==> config.mk <==
export PLATFORM = sky130hd
export DESIGN_NAME = mem_stage
export DESIGN_NICKNAME = d
export VERILOG_FILES = /design/src/rtl/mem_stage_pkg.sv /design/src/rtl/mem_stage_lsu_align.sv /design/src/rtl/mem_stage.sv
export SDC_FILE = /design/constraint.sdc
export NUM_CORES = 1
export LEC_CHECK = 0
export CAP_MARGIN = 30
export CORE_MARGIN = 2
export CORE_UTILIZATION = 46
export CTS_CLUSTER_DIAMETER = 120
export CTS_CLUSTER_SIZE = 40
export DETAILED_ROUTE_END_ITERATION = 12
export PLACE_DENSITY = 0.95
export RECOVER_POWER = 25
export SLEW_MARGIN = 20
export SYNTH_ARGS = -nofsm -noshare
export SYNTH_HDL_FRONTEND = slang
export SYNTH_SLANG_ARGS = --single-unit
==> constraint.sdc <==
create_clock -name clk -period 4.07 [get_ports clk]
set_input_delay 0.814 -clock clk [delete_from_list [all_inputs] [get_ports clk]]
set_output_delay 0.814 -clock clk [all_outputs]
set_load 0.1 [all_outputs]
==> src/rtl/mem_stage_pkg.sv <==
// Shared constants for the memory-access stage: bus widths, RV32 load/store
// opcodes and access-size encodings, plus the stage FSM state type.
package mem_stage_pkg;
    localparam int INSTBUS_W = 32;
    localparam int REGBUS_W  = 32;
    localparam int DBUS_W    = 32;
    localparam int REGADDR_W = 5;

    localparam logic [6:0] OPC_LOAD  = 7'b0000011;
    localparam logic [6:0] OPC_STORE = 7'b0100011;

    // funct3[1:0] encodes the access size; funct3[2] marks unsigned loads
    localparam logic [1:0] SIZE_B = 2'b00;
    localparam logic [1:0] SIZE_H = 2'b01;

    typedef enum logic [0:0] {
        ST_IDLE = 1'b0,
        ST_BUSY = 1'b1
    } state_e;
endpackage

==> src/rtl/mem_stage_lsu_align.sv <==
// Byte-lane steering for the load/store unit: store byte enables and lane
// replication, load extraction with sign/zero extension, misalignment flag.
module mem_stage_lsu_align
    import mem_stage_pkg::*;
(
    input  logic [2:0]        funct3_i,
    input  logic [1:0]        off_i,
    input  logic [REGBUS_W-1:0] st_data_i,
    input  logic [DBUS_W-1:0] rdata_i,
    output logic [3:0]        be_o,
    output logic [DBUS_W-1:0] wdata_o,
    output logic [REGBUS_W-1:0] ld_data_o,
    output logic              misalign_o
);
    logic [DBUS_W-1:0] shifted_s;

    assign shifted_s = rdata_i >> {off_i, 3'b000};

    // Size decode drives enables, replicated write data and extended read data
    always_comb begin
        be_o       = 4'b0000;
        wdata_o    = 32'h0000_0000;
        ld_data_o  = 32'h0000_0000;
        misalign_o = 1'b0;
        case (funct3_i[1:0])
            SIZE_B: begin
                be_o      = 4'b0001 << off_i;
                wdata_o   = {4{st_data_i[7:0]}};
                ld_data_o = {{24{shifted_s[7] & ~funct3_i[2]}}, shifted_s[7:0]};
            end
            SIZE_H: begin
                misalign_o = off_i[0];
                be_o       = 4'b0011 << off_i;
                wdata_o    = {2{st_data_i[15:0]}};
                ld_data_o  = {{16{shifted_s[15] & ~funct3_i[2]}}, shifted_s[15:0]};
            end
            default: begin
                misalign_o = (off_i != 2'b00);
                be_o       = 4'b1111;
                wdata_o    = st_data_i;
                ld_data_o  = rdata_i;
            end
        endcase
    end
endmodule

==> src/rtl/mem_stage.sv <==
// Memory-access pipeline stage: forwards ALU results to write-back in one cycle
// and runs loads/stores as a req/ack data-bus transaction with timeout.
module mem_stage
    import mem_stage_pkg::*;
#(
    parameter int TIMEOUT_CYCLES = 16
) (
    input  logic                 clk,
    input  logic                 arst_n,
    input  logic                 ex_valid_i,
    input  logic [INSTBUS_W-1:0] inst_i,
    input  logic [INSTBUS_W-1:0] inst_addr_i,
    input  logic                 reg_w_ena_i,
    input  logic [REGADDR_W-1:0] reg_waddr_i,
    input  logic [REGBUS_W-1:0]  reg_w_data_i,
    input  logic [DBUS_W-1:0]    mem_addr_i,
    input  logic [REGBUS_W-1:0]  mem_wdata_i,
    output logic                 dbus_req_o,
    output logic                 dbus_we_o,
    output logic [DBUS_W-1:0]    dbus_addr_o,
    output logic [DBUS_W-1:0]    dbus_wdata_o,
    output logic [3:0]           dbus_be_o,
    input  logic                 dbus_ack_i,
    input  logic [DBUS_W-1:0]    dbus_rdata_i,
    output logic                 wb_valid_o,
    output logic                 wb_reg_w_ena_o,
    output logic [REGADDR_W-1:0] wb_reg_waddr_o,
    output logic [REGBUS_W-1:0]  wb_reg_wdata_o,
    output logic                 hold_flag_o,
    output logic                 misalign_o,
    output logic [INSTBUS_W-1:0] misalign_pc_o,
    output logic                 bus_err_o
);
    localparam int CNT_W = $clog2(TIMEOUT_CYCLES + 1);

    state_e                state_q, state_d;
    logic [CNT_W-1:0]      cnt_q, cnt_d;
    logic                  req_q, req_d, we_q, we_d;
    logic [DBUS_W-1:0]     addr_q, addr_d, wdata_q, wdata_d;
    logic [3:0]            be_q, be_d;
    logic [2:0]            f3_q, f3_d;
    logic [1:0]            off_q, off_d;
    logic [REGADDR_W-1:0]  rd_q, rd_d;
    logic                  ld_wena_q, ld_wena_d;
    logic                  wb_valid_q, wb_valid_d, wb_wena_q, wb_wena_d;
    logic [REGADDR_W-1:0]  wb_waddr_q, wb_waddr_d;
    logic [REGBUS_W-1:0]   wb_wdata_q, wb_wdata_d;
    logic                  mis_q, mis_d, bus_err_q, bus_err_d;
    logic [INSTBUS_W-1:0]  mis_pc_q, mis_pc_d;

    logic                  busy_s, is_load_s, is_store_s, mem_op_s, cnt_last_s;
    logic [2:0]            al_f3_s;
    logic [1:0]            al_off_s;
    logic [3:0]            al_be_s;
    logic [DBUS_W-1:0]     al_wdata_s;
    logic [REGBUS_W-1:0]   al_ld_s;
    logic                  al_mis_s;
    logic                  unused_s;

    assign busy_s     = (state_q == ST_BUSY);
    assign is_load_s  = (inst_i[6:0] == OPC_LOAD);
    assign is_store_s = (inst_i[6:0] == OPC_STORE);
    assign mem_op_s   = is_load_s | is_store_s;
    assign cnt_last_s = (cnt_q == CNT_W'(TIMEOUT_CYCLES - 1));
    assign unused_s   = ^{inst_i[31:15], inst_i[11:7]};

    // While busy the aligner sees the latched access so it can extract load data
    assign al_f3_s  = busy_s ? f3_q  : inst_i[14:12];
    assign al_off_s = busy_s ? off_q : mem_addr_i[1:0];

    mem_stage_lsu_align u_align (
        .funct3_i   (al_f3_s),
        .off_i      (al_off_s),
        .st_data_i  (mem_wdata_i),
        .rdata_i    (dbus_rdata_i),
        .be_o       (al_be_s),
        .wdata_o    (al_wdata_s),
        .ld_data_o  (al_ld_s),
        .misalign_o (al_mis_s)
    );

    // The stall must drop in the final timeout cycle so ex does not replay the access
    assign hold_flag_o = busy_s ? ~(dbus_ack_i | cnt_last_s)
                                : (ex_valid_i & mem_op_s & ~al_mis_s);

    // Next-state and next-output computation
    always_comb begin
        state_d    = state_q;
        cnt_d      = cnt_q;
        req_d      = req_q;
        we_d       = we_q;
        addr_d     = addr_q;
        wdata_d    = wdata_q;
        be_d       = be_q;
        f3_d       = f3_q;
        off_d      = off_q;
        rd_d       = rd_q;
        ld_wena_d  = ld_wena_q;
        wb_valid_d = 1'b0;
        wb_wena_d  = wb_wena_q;
        wb_waddr_d = wb_waddr_q;
        wb_wdata_d = wb_wdata_q;
        mis_d      = 1'b0;
        mis_pc_d   = mis_pc_q;
        bus_err_d  = 1'b0;
        case (state_q)
            ST_IDLE: begin
                if (ex_valid_i && !mem_op_s) begin
                    wb_valid_d = 1'b1;
                    wb_wena_d  = reg_w_ena_i & (reg_waddr_i != 5'd0);
                    wb_waddr_d = reg_waddr_i;
                    wb_wdata_d = reg_w_data_i;
                end else if (ex_valid_i && al_mis_s) begin
                    wb_valid_d = 1'b1;
                    wb_wena_d  = 1'b0;
                    wb_waddr_d = reg_waddr_i;
                    wb_wdata_d = 32'h0000_0000;
                    mis_d      = 1'b1;
                    mis_pc_d   = inst_addr_i;
                end else if (ex_valid_i) begin
                    state_d   = ST_BUSY;
                    cnt_d     = CNT_W'(0);
                    req_d     = 1'b1;
                    we_d      = is_store_s;
                    addr_d    = {mem_addr_i[31:2], 2'b00};
                    be_d      = is_store_s ? al_be_s : 4'b0000;
                    wdata_d   = is_store_s ? al_wdata_s : 32'h0000_0000;
                    f3_d      = inst_i[14:12];
                    off_d     = mem_addr_i[1:0];
                    rd_d      = reg_waddr_i;
                    ld_wena_d = is_load_s & reg_w_ena_i & (reg_waddr_i != 5'd0);
                end else begin
                    wb_valid_d = 1'b0;
                end
            end
            ST_BUSY: begin
                if (dbus_ack_i || cnt_last_s) begin
                    state_d    = ST_IDLE;
                    req_d      = 1'b0;
                    we_d       = 1'b0;
                    addr_d     = 32'h0000_0000;
                    wdata_d    = 32'h0000_0000;
                    be_d       = 4'b0000;
                    wb_valid_d = 1'b1;
                    wb_waddr_d = rd_q;
                    wb_wena_d  = dbus_ack_i & ld_wena_q;
                    wb_wdata_d = (dbus_ack_i && !we_q) ? al_ld_s : 32'h0000_0000;
                    bus_err_d  = ~dbus_ack_i;
                end else begin
                    cnt_d = cnt_q + CNT_W'(1);
                end
            end
            default: begin
                state_d = ST_IDLE;
            end
        endcase
    end

    // State and output registers
    always_ff @(posedge clk or negedge arst_n) begin
        if (!arst_n) begin
            state_q    <= ST_IDLE;
            cnt_q      <= CNT_W'(0);
            req_q      <= 1'b0;
            we_q       <= 1'b0;
            addr_q     <= 32'h0000_0000;
            wdata_q    <= 32'h0000_0000;
            be_q       <= 4'b0000;
            f3_q       <= 3'b000;
            off_q      <= 2'b00;
            rd_q       <= 5'd0;
            ld_wena_q  <= 1'b0;
            wb_valid_q <= 1'b0;
            wb_wena_q  <= 1'b0;
            wb_waddr_q <= 5'd0;
            wb_wdata_q <= 32'h0000_0000;
            mis_q      <= 1'b0;
            mis_pc_q   <= 32'h0000_0000;
            bus_err_q  <= 1'b0;
        end else begin
            state_q    <= state_d;
            cnt_q      <= cnt_d;
            req_q      <= req_d;
            we_q       <= we_d;
            addr_q     <= addr_d;
            wdata_q    <= wdata_d;
            be_q       <= be_d;
            f3_q       <= f3_d;
            off_q      <= off_d;
            rd_q       <= rd_d;
            ld_wena_q  <= ld_wena_d;
            wb_valid_q <= wb_valid_d;
            wb_wena_q  <= wb_wena_d;
            wb_waddr_q <= wb_waddr_d;
            wb_wdata_q <= wb_wdata_d;
            mis_q      <= mis_d;
            mis_pc_q   <= mis_pc_d;
            bus_err_q  <= bus_err_d;
        end
    end

    assign dbus_req_o     = req_q;
    assign dbus_we_o      = we_q;
    assign dbus_addr_o    = addr_q;
    assign dbus_wdata_o   = wdata_q;
    assign dbus_be_o      = be_q;
    assign wb_valid_o     = wb_valid_q;
    assign wb_reg_w_ena_o = wb_wena_q;
    assign wb_reg_waddr_o = wb_waddr_q;
    assign wb_reg_wdata_o = wb_wdata_q;
    assign misalign_o     = mis_q;
    assign misalign_pc_o  = mis_pc_q;
    assign bus_err_o      = bus_err_q;
endmodule

---- After elaboration in Yosys (flattened, before gate mapping) ----
Cells that the tools add are included.
storage, ports and cells
  bits in registers ....................... 160
  bits in latches ......................... 0
  RAM bits ................................ 0
  memory bits (read-only) ................. 0
  input bits .............................. 202
  output and inout bits ................... 144
  logic and storage cells ................. 126
  memories ................................ 0
operators by class
  add/sub/neg operators ................... 1
  multiply operators ...................... 0
  div/mod/pow operators ................... 0
  magnitude comparators ................... 0
  equal/unequal tests ..................... 10
  shift-type cells ........................ 3
  muxes and demuxes ....................... 63
  bitwise logic cells ..................... 17
  reduce and logical (&&, ||, !) cells .... 14
operators with widths
  cell                   number
  $mux W32               12
  $pmux W32 S2           5
  $mux W5                7
  $shr A32 B5 Y16        1
  $mux W1                22
  $mux W4                5
  $pmux W5 S2            2
  $pmux W4 S2            2
  $pmux W1 S2            6
  $reduce_and A4 Y1      3
  $and A1 B1 Y1          8
  $ne A2 B2 Y1 const B   4
  $eq A7 B2 Y1 const B   1
  $eq A7 B6 Y1 const B   1
  $not A1 Y1             7
  $add A5 B1 Y5 const B  1
  $eq A5 B4 Y1 const B   1
  $reduce_bool A5 Y1     1
  $shl A1 B2 Y4 const A  1
  $shl A2 B2 Y4 const A  1
  $logic_and A1 B1 Y1    3
  $mux W3                1
  $ne A3 B3 Y1 const B   1
  $reduce_and A3 Y1      1
  other kinds (9)        11

---- Longest topological paths before layout ----
Gate-level depths: netlist of the first run.
  depth after elaboration ................. 8
  gate-level depth with buffers ........... 9

---- By module ----
From an unflattened synthesis of the first run, not the netlist that was laid out.
unflattened totals
  cells, all modules ...................... 698
  area, all modules ....................... 7,761.2 µm²
modules (own cells, without submodules)
  module               instances  cells each  area each (µm²)
  mem_stage            1          505         6,510.0
  mem_stage_lsu_align  1          193         1,251.2

---- Worst setup path after synthesis of the first run ----
Ideal clock, no wire load.
  kind .................................... input -> output
  from .................................... input mem_addr_i[1]
  to ...................................... output hold_flag_o
  arrival time ............................ 2.189 ns
  required time ........................... 3.256 ns
  setup slack ............................. 1.067 ns
  cell stages on the path ................. 5
  cell sequence ........................... buf_4 -> nor2_1 -> o211ai_4 -> nor4_4 -> or2_2
on the way
  longest elaborated chain between the ends .. 6
RTL lines
  what                line                       text
  start, declared     mem_stage.sv:16            input logic [DBUS_W-1:0] mem_addr_i,
  $mux W2             mem_stage.sv:69            assign al_off_s = busy_s ? off_q : mem_addr_i[1:0];
  $reduce_bool A2 Y1  mem_stage_lsu_align.sv:38  misalign_o = (off_i != 2'b00);
  $pmux W1 S2         mem_stage_lsu_align.sv:25  case (funct3_i[1:0])
  $not A1 Y1          mem_stage.sv:84            : (ex_valid_i & mem_op_s & ~al_mis_s);
  $and A1 B1 Y1       mem_stage.sv:84
  $mux W1             mem_stage.sv:83            assign hold_flag_o = busy_s ? ~(dbus_ack_i | cnt_last_s)
  end, declared       mem_stage.sv:29            output logic hold_flag_o,
No other way between the ends.

---- Worst setup path after layout of the first run ----
  from .................................... input mem_addr_i[0]
  to ...................................... output hold_flag_o
on the way
  longest elaborated chain between the ends .. 6
RTL lines
  what                line
  $mux W2 *           mem_stage.sv:69
  $reduce_bool A2 Y1  mem_stage_lsu_align.sv:38
  $pmux W1 S2 *       mem_stage_lsu_align.sv:25
  $not A1 Y1 *        mem_stage.sv:84
  $and A1 B1 Y1 *     mem_stage.sv:84
  $mux W1 *           mem_stage.sv:83
Mark *: on every way between the ends. The rest lies on a longest branch, timed or not.

==> impl_metrics.py, run 1 <==
metrics = {
    "outcome": {
        "status": "finished, violations left",
        "violations": "capacitance limit, slew limit",
    },
    "logic_synthesis": {
        "synth_edf_count": 0,
        "synth_top_area_share_pct": 50.41,
        "yosys_warnings": 0,
        "ys.flop_type": "dfrtp_1",
        "synth_area_leaders": "dfrtp_1 50%, mux2_2 9.0%, mux2_4 5.7%",
        "synth.cell_area_um2": 7844,
        "yosysSeqAreaShare_pct": 50.41,
        "synth_seq_cells": 158,
        "synthArstFlopShare_pct": 100.0,
        "synth.avg_cell_area_um2": 11.60,
        "synth_cell_types": 59,
        "synth_cells": 676,
        "synth_area_leader_cell": "dfrtp_1",
    },
    "finish": {
        "fin_nets": 1191,
        "syn_to_final_growth_pct": 51.03,
        "drive_above_1_share_pct": 16.30,
        "n_antenna_cell": 0,
    },
    "worst_setup_path": {
        "r2r-end": "dbus_wdata_o[28]",
        "critPathArrivalTime_ns": 2.51,
        "worstPathRequired_ns": 3.26,
        "r2r_cells": 7,
        "worstPathMaxFanout": 10,
        "startpoint_type": "primary input",
        "cp-end-kind": "output pin",
        "criticalPathCategory": "primary input to output pin",
        "reg2reg_slack_ns": 1.21,
        "rr_startpoint": "cnt_q[0]",
    },
    "timing": {
        "drv_slew": 85,
        "setup_violations": 0,
        "period_share_pct": 81.66,
        "worstMarginPinSlew_ns": 2.136,
        "whs_ns": 0.4769,
        "fin_skew_ns": 0.009644,
        "fmax_mhz": 300.9,
        "setup_ws_ns": 0.7465,
        "hold_violations": 0,
        "period_minus_slack_ns": 3.324,
        "tns_ns": 0,
        "rsz0062_at_grt": "false",
        "slew_headroom_pct": -42.42,
    },
    "die": {
        "floorplan.initialDensity_pct": 47.13,
        "rows": 47,
        "core-area_um2": 16640,
        "pin_count": 346,
        "fp.dieW_um": 134.6,
        "die_h_um": 134.6,
        "die_area_um2": 18110,
    },
    "global_route": {
        "grt_first_pass_wirelength_mm": 37.49,
        "grt_max_degree": 86,
        "antenna_found_initial": 0,
        "grt_pass1_vias": 6926,
        "grt-ovfl-total": 0,
        "grt_use_total_pct": 26.40,
    },
    "placement": {
        "hpwlAfterDp_mm": 17.23,
        "place_ws_ns": 0.7197,
        "routabilityCongestion": 0.9011,
        "io_buffers": 321,
    },
    "clock_network": {
        "cts_resized": 0,
        "cts_buffer_depth": 2,
        "cts.sinks": 158,
        "cts_setup_buffers": 0,
        "htreeDepth": 4,
        "cts_tree": "yes",
        "cts-root-buf": "clkbuf_16",
        "hold_buffers": 0,
        "numCtsBuffers": 17,
        "clock_latency_ns": 0.42,
        "clkSlewWorstSetupHoldPaths_ns": 0.07,
    },
    "route": {
        "wl_per_cell_um": 19.57,
        "first_iter_violations": 466,
        "drc_errors": 0,
        "drt_wl_total_mm": 23.88,
        "via_per_inst": 5.543,
        "first_pass_iters": 9,
        "vias": 6763,
        "ant_nets": 0,
    },
    "power_and_ir_drop": {
        "p_leak_uw": 0.005428,
        "power.density_nw_per_um2": 498.0,
        "ir_drop_mv": 0.3004,
        "power_uw": 5899,
    },
    "job": {
        "drv_cap": 1,
    },
    "worst_hold_path": {
        "min_to": "wb_reg_w_ena_o",
        "holdPathStages": 2,
        "worstHoldStart": "wb_reg_w_ena_o",
        "hp-class": "flip-flop to flip-flop",
    },
}
==> how the worst max path moves through the flow <==
| stage | start | endpoint | cells past startpoint |
|---|---|---|---|
| floorplan | mem_addr_i[1] | hold_flag_o | 5 |
| global placement | mem_addr_i[0] | misalign_pc_o[26] | 6 |
| detailed placement | mem_addr_i[0] | dbus_wdata_o[29] | 7 |
| CTS | mem_addr_i[0] | hold_flag_o | 6 |
| global route | mem_addr_i[0] | hold_flag_o | 6 |
| finish | mem_addr_i[0] | hold_flag_o | 6 |
==> state kept, by name, summed over array words and instances (netlist names) <==
register and flops:
dbus_wdata_o 32, misalign_pc_o 32, wb_reg_wdata_o 32, dbus_addr_o 30, cnt_q 5, rd_q 5
wb_reg_waddr_o 5, dbus_be_o 4, f3_q 3, off_q 2, bus_err_o 1, busy_s 1
dbus_req_o 1, dbus_we_o 1, ld_wena_q 1, misalign_o 1, wb_reg_w_ena_o 1, wb_valid_o 1
==> worst max-delay path: stages <==
cell,delay [ns]
clkdlybuf4s50_1,0.68
nor2_1,0.13
o211ai_4,0.27
nor4_4,0.08
or2_2,0.35
buf_12,0.18
==> kinds of logic after synthesis <==
| kind of cell | after synthesis | synth area share (%) |
|---|---|---|
| other cells | 1 | 0.04781 |
| buf+inv | 83 | 5.615 |
| compound gates | 130 | 11.58 |
| xor+xnor | 2 | 0.2234 |
| flops | 158 | 50.41 |
| simple gates | 162 | 11.12 |
| mux | 138 | 20.69 |
| fa+ha+maj | 2 | 0.3190 |
==> routing by layer <==
metal  routed length, um  part of all wire (%)  vias up  track usage (%)
met5                   0                     0        -                0
met4                 861                   3.6        0            10.58
met3                2051                   8.6       66            7.470
met2               11530                    48      357            43.42
met1                9437                    40     3299            33.01
li1                    -                     -     3041                -
==> synthesized netlist by cell type, types with 6 or more instances <==
cell,count
dfrtp_1,158
mux2_2,63
nand2_1,60
mux2i_1,44
inv_1,33
nor2b_1,31
mux2_4,30
a21oi_1,27
o21ai_0,25
nand3_1,23
buf_2,18
a222oi_1,16
a22oi_1,15
clkbuf_1,15
a211oi_1,14
nor2_1,14
buf_4,9
nand4_1,9
o22ai_1,8
o2bb2ai_1,8
o21ai_1,6
==> layout by cell type, fill, tap and decap left out, types with 3 or more instances in the layout <==
master           synthesis  routed
a21oi_1                 27      27
buf_4                    9      15
o22ai_1                  8       8
clkdlybuf4s50_1          0     319
mux2_2                  63      63
a22oi_1                 15      15
nor3_1                   3       3
nor2b_1                 31      31
clkbuf_16                0      17
nand4_1                  9       9
a222oi_1                16      16
mux2_4                  30      30
inv_1                   33      33
dfrtp_1                158     157
o21ai_1                  6       6
nand3_1                 23      23
o2bb2ai_1                8       8
nand2b_1                 3       3
a211oi_1                14      13
o21ai_0                 25      25
nand2_1                 60      59
inv_6                    0       6
nor2_1                  14      14
clkinv_4                 0       3
mux2i_1                 44      43
==> through the flow <==
| stage | cell area (um2) | std cells | utilization [%] |
|---|---|---|---|
| finish | 11850 | 1220 | 71.18 |
| CTS | 11850 | 1219 | 71.18 |
| floorplan | 7848 | 677 | - |
| global placement | 11200 | 1185 | 67.33 |
| detailed placement | 11260 | 1187 | 67.66 |
| global route | 11850 | 1220 | 71.18 |
==> area by class of cell <==
cell class              instances  area [um2]
clock buffers                  18       439.2
clock inverters                14       146.4
fillers                      1122        4796
inverters                      33       123.9
multi-input cells             436        3486
flip-flops and latches        158        3955
well taps                     220       275.3
repair buffers                341        3421
==> where the power goes <==
part | switching [uW] | leakage, uW | internal (uW)
Clock | 710 | 0.000283 | 882
Sequential | 117 | 0.00204 | 1770
Combinational | 1760 | 0.00310 | 664
Total | 2590 | 0.00543 | 3310
Note: power is estimated with default switching activity, not from simulation.
==> run 2: changes to the inputs <==
--- a/config.mk
+++ b/config.mk
@@ -7,11 +7,11 @@
 export LEC_CHECK = 0
 export CAP_MARGIN = 30
 export CORE_MARGIN = 2
-export CORE_UTILIZATION = 46
+export CORE_UTILIZATION = 38
 export CTS_CLUSTER_DIAMETER = 120
 export CTS_CLUSTER_SIZE = 40
 export DETAILED_ROUTE_END_ITERATION = 12
-export PLACE_DENSITY = 0.95
+export PLACE_DENSITY = 0.87
 export RECOVER_POWER = 25
 export SLEW_MARGIN = 20
 export SYNTH_ARGS = -nofsm -noshare
==> constraint.sdc (replaced) <==
create_clock -name clk -period 3 [get_ports clk]
set_input_delay 0.6 -clock clk [delete_from_list [all_inputs] [get_ports clk]]
set_output_delay 0.6 -clock clk [all_outputs]
set_load 0.1 [all_outputs]
==> run 2 against run 1 <==
Compared with the run above: the run still ends with capacitance limit, slew limit left; clock power rose by 26%; first-iteration DRC count is 6.7% lower; core utilization shrank 14 points; cell area is 2.0% lower; highest routed layer unchanged; final cell count is 5.2% higher; sequential cell count is the same; largest cell class unchanged; global-route usage fell by 4.4 points; clock skew is 0.0040 ns higher.
==> impl_metrics.py, run 2 (synthesis results as in run 1) <==
metrics = {
    "outcome": {
        "status": "finished, violations left",
        "violations": "capacitance limit, slew limit",
    },
    "power_and_ir_drop": {
        "ir_drop_mv": 0.3784,
        "p_leak_uw": 0.005667,
        "power.density_nw_per_um2": 666.3,
        "switching_power_uw": 3448,
        "pwr-share-comb_pct": 40.9,
        "seq_power_share_pct": 33.1,
        "switching_share_pct": 44.57,
        "clkPwrFrac_pct": 26.0,
        "power_uw": 7737,
        "intPower_uw": 4289,
    },
    "timing": {
        "hold_violations": 0,
        "slew_headroom_pct": -16.60,
        "period_minus_slack_ns": 2.820,
        "period_share_pct": 94.00,
        "setup_violations": 0,
        "fin_skew_ns": 0.01367,
        "tns_ns": 0,
        "drv_slew": 66,
        "fmax_mhz": 354.6,
        "whs_ns": 0.4827,
        "worstMarginPinSlew_ns": 1.749,
        "rsz0062_at_grt": "false",
    },
    "route": {
        "ant_nets": 0,
        "wl_met2_mm": 12.13,
        "first_pass_iters": 7,
        "vias": 6690,
        "route.met3.wl_mm": 1.843,
        "via_per_inst": 5.214,
        "drc_errors": 0,
        "met1Wirelength_mm": 9.705,
        "first_iter_violations": 435,
        "wl_per_cell_um": 18.84,
        "top_layer": "met4",
        "drt_wl_total_mm": 24.17,
    },
    "finish": {
        "layout_commonest_cell": "clkdlybuf4s50_1",
        "syn_to_final_growth_pct": 48.03,
        "final_area_um2": 11610,
        "fin_cells": 1283,
        "fillers": 1650,
        "drive_above_1_share_pct": 30.83,
        "fin_nets": 1203,
        "layout_common_cells": "178 x clkdlybuf4s50_1, 165 x buf_4, 157 x dfrtp_1, 63 x mux2_2, 59 x nand2_1",
    },
    "clock_network": {
        "htreeDepth": 4,
        "numCtsBuffers": 17,
        "cts.sinks": 158,
        "cts_tree": "yes",
        "cts_buffer_depth": 2,
        "cts_resized": 0,
        "cts-root-buf": "clkbuf_16",
        "clkSlewWorstSetupHoldPaths_ns": 0.07,
        "clock_latency_ns": 0.42,
        "hold_buffers": 0,
        "cts_setup_buffers": 0,
    },
    "die": {
        "pin_count": 346,
        "rows": 52,
        "die_h_um": 147.7,
        "die_area_um2": 21810,
        "floorplan.initialDensity_pct": 38.76,
        "core-area_um2": 20230,
        "fp.dieW_um": 147.7,
    },
    "global_route": {
        "grt_max_degree": 67,
        "grt-ovfl-total": 0,
        "grt_first_pass_wirelength_mm": 37.64,
        "antenna_found_initial": 1,
        "grt_use_total_pct": 22.00,
        "grt_pass1_vias": 6997,
    },
    "worst_setup_path": {
        "worstPathMaxFanout": 5,
        "rr_startpoint": "cnt_q[0]",
        "r2r_cells": 7,
        "critPathArrivalTime_ns": 2.22,
        "startpoint_type": "primary input",
        "worstPathRequired_ns": 2.40,
        "reg2reg_slack_ns": 0.49,
        "criticalPathCategory": "primary input to output pin",
        "cp-end-kind": "output pin",
        "r2r-end": "dbus_wdata_o[17]",
    },
    "placement": {
        "routabilityCongestion": 0.8304,
        "hpwlAfterDp_mm": 18.01,
        "place_area_um2": 11090,
        "dpl.cell_count": 1250,
        "io_buffers": 321,
    },
    "job": {
        "drv_cap": 1,
    },
    "worst_hold_path": {
        "holdPathStages": 2,
        "hp-class": "flip-flop to flip-flop",
        "min_to": "wb_reg_w_ena_o",
        "worstHoldStart": "wb_reg_w_ena_o",
    },
}
==> run 2: power groups by stage <==
stage | sequential (uW) | clock (uW) | combinational (uW)
final | 2560 | 2010 | 3160
after global routing | 2590 | 2160 | 3270
after global placement | 2580 | 0 | 3150
after CTS | 2560 | 2060 | 3180
after detailed placement | 2590 | 0 | 3180
after floorplan | 4440 | 0 | 430
==> run 2: final cells by class <==
type | instances | area (um2) | area share (%)
Inverter | 33 | 123.9 | 1.067
Clock buffer | 21 | 450.4 | 3.879
Clock inverter | 11 | 82.58 | 0.7112
Multi-Input combinational cell | 436 | 3486 | 30.02
Timing Repair Buffer | 353 | 3173 | 27.33
Sequential cell | 158 | 3955 | 34.06
Tap cell | 270 | 337.8 | 2.909
Antenna cell | 1 | 2.502 | 0.02155
==> run 2: worst max-delay path by stage <==
stage / from / end / slack (ns)
after floorplan: mem_addr_i[1] / hold_flag_o / 0.43
after global placement: inst_i[2] / misalign_pc_o[27] / 0.13
after detailed placement: inst_i[2] / misalign_pc_o[6] / 0.12
after CTS: inst_i[2] / hold_flag_o / 0.17
after global routing: inst_i[2] / hold_flag_o / 0.14
final: inst_i[2] / hold_flag_o / 0.18
==> run 2: worst max-delay path, cell delays in order <==
cell	delay [ns]
clkdlybuf4s50_1	0.44
and4bb_4	0.43
nand2_4	0.06
buf_4	0.16
nor4_4	0.14
or2_2	0.20
buf_12	0.18
==> run 2: routing by layer <==
| layer | vias up | GRT usage [%] |
|---|---|---|
| met2 | 285 | 38.05 |
| met4 | 0 | 7.644 |
| met3 | 34 | 5.710 |
| met5 | - | 0 |
| met1 | 3292 | 26.64 |
| li1 | 3079 | - |
==> run 2: stage by stage <==
| step | setup slack (ns) | util (%) |
|---|---|---|
| 2_1_floorplan | 0.4254 | - |
| 3_3_place_gp | 0.1311 | 54.80 |
| 3_5_place_dp | 0.1169 | 54.80 |
| 4_1_cts | 0.1675 | 57.44 |
| 5_1_grt | 0.1436 | 57.37 |
| 6_report | 0.1801 | 57.38 |
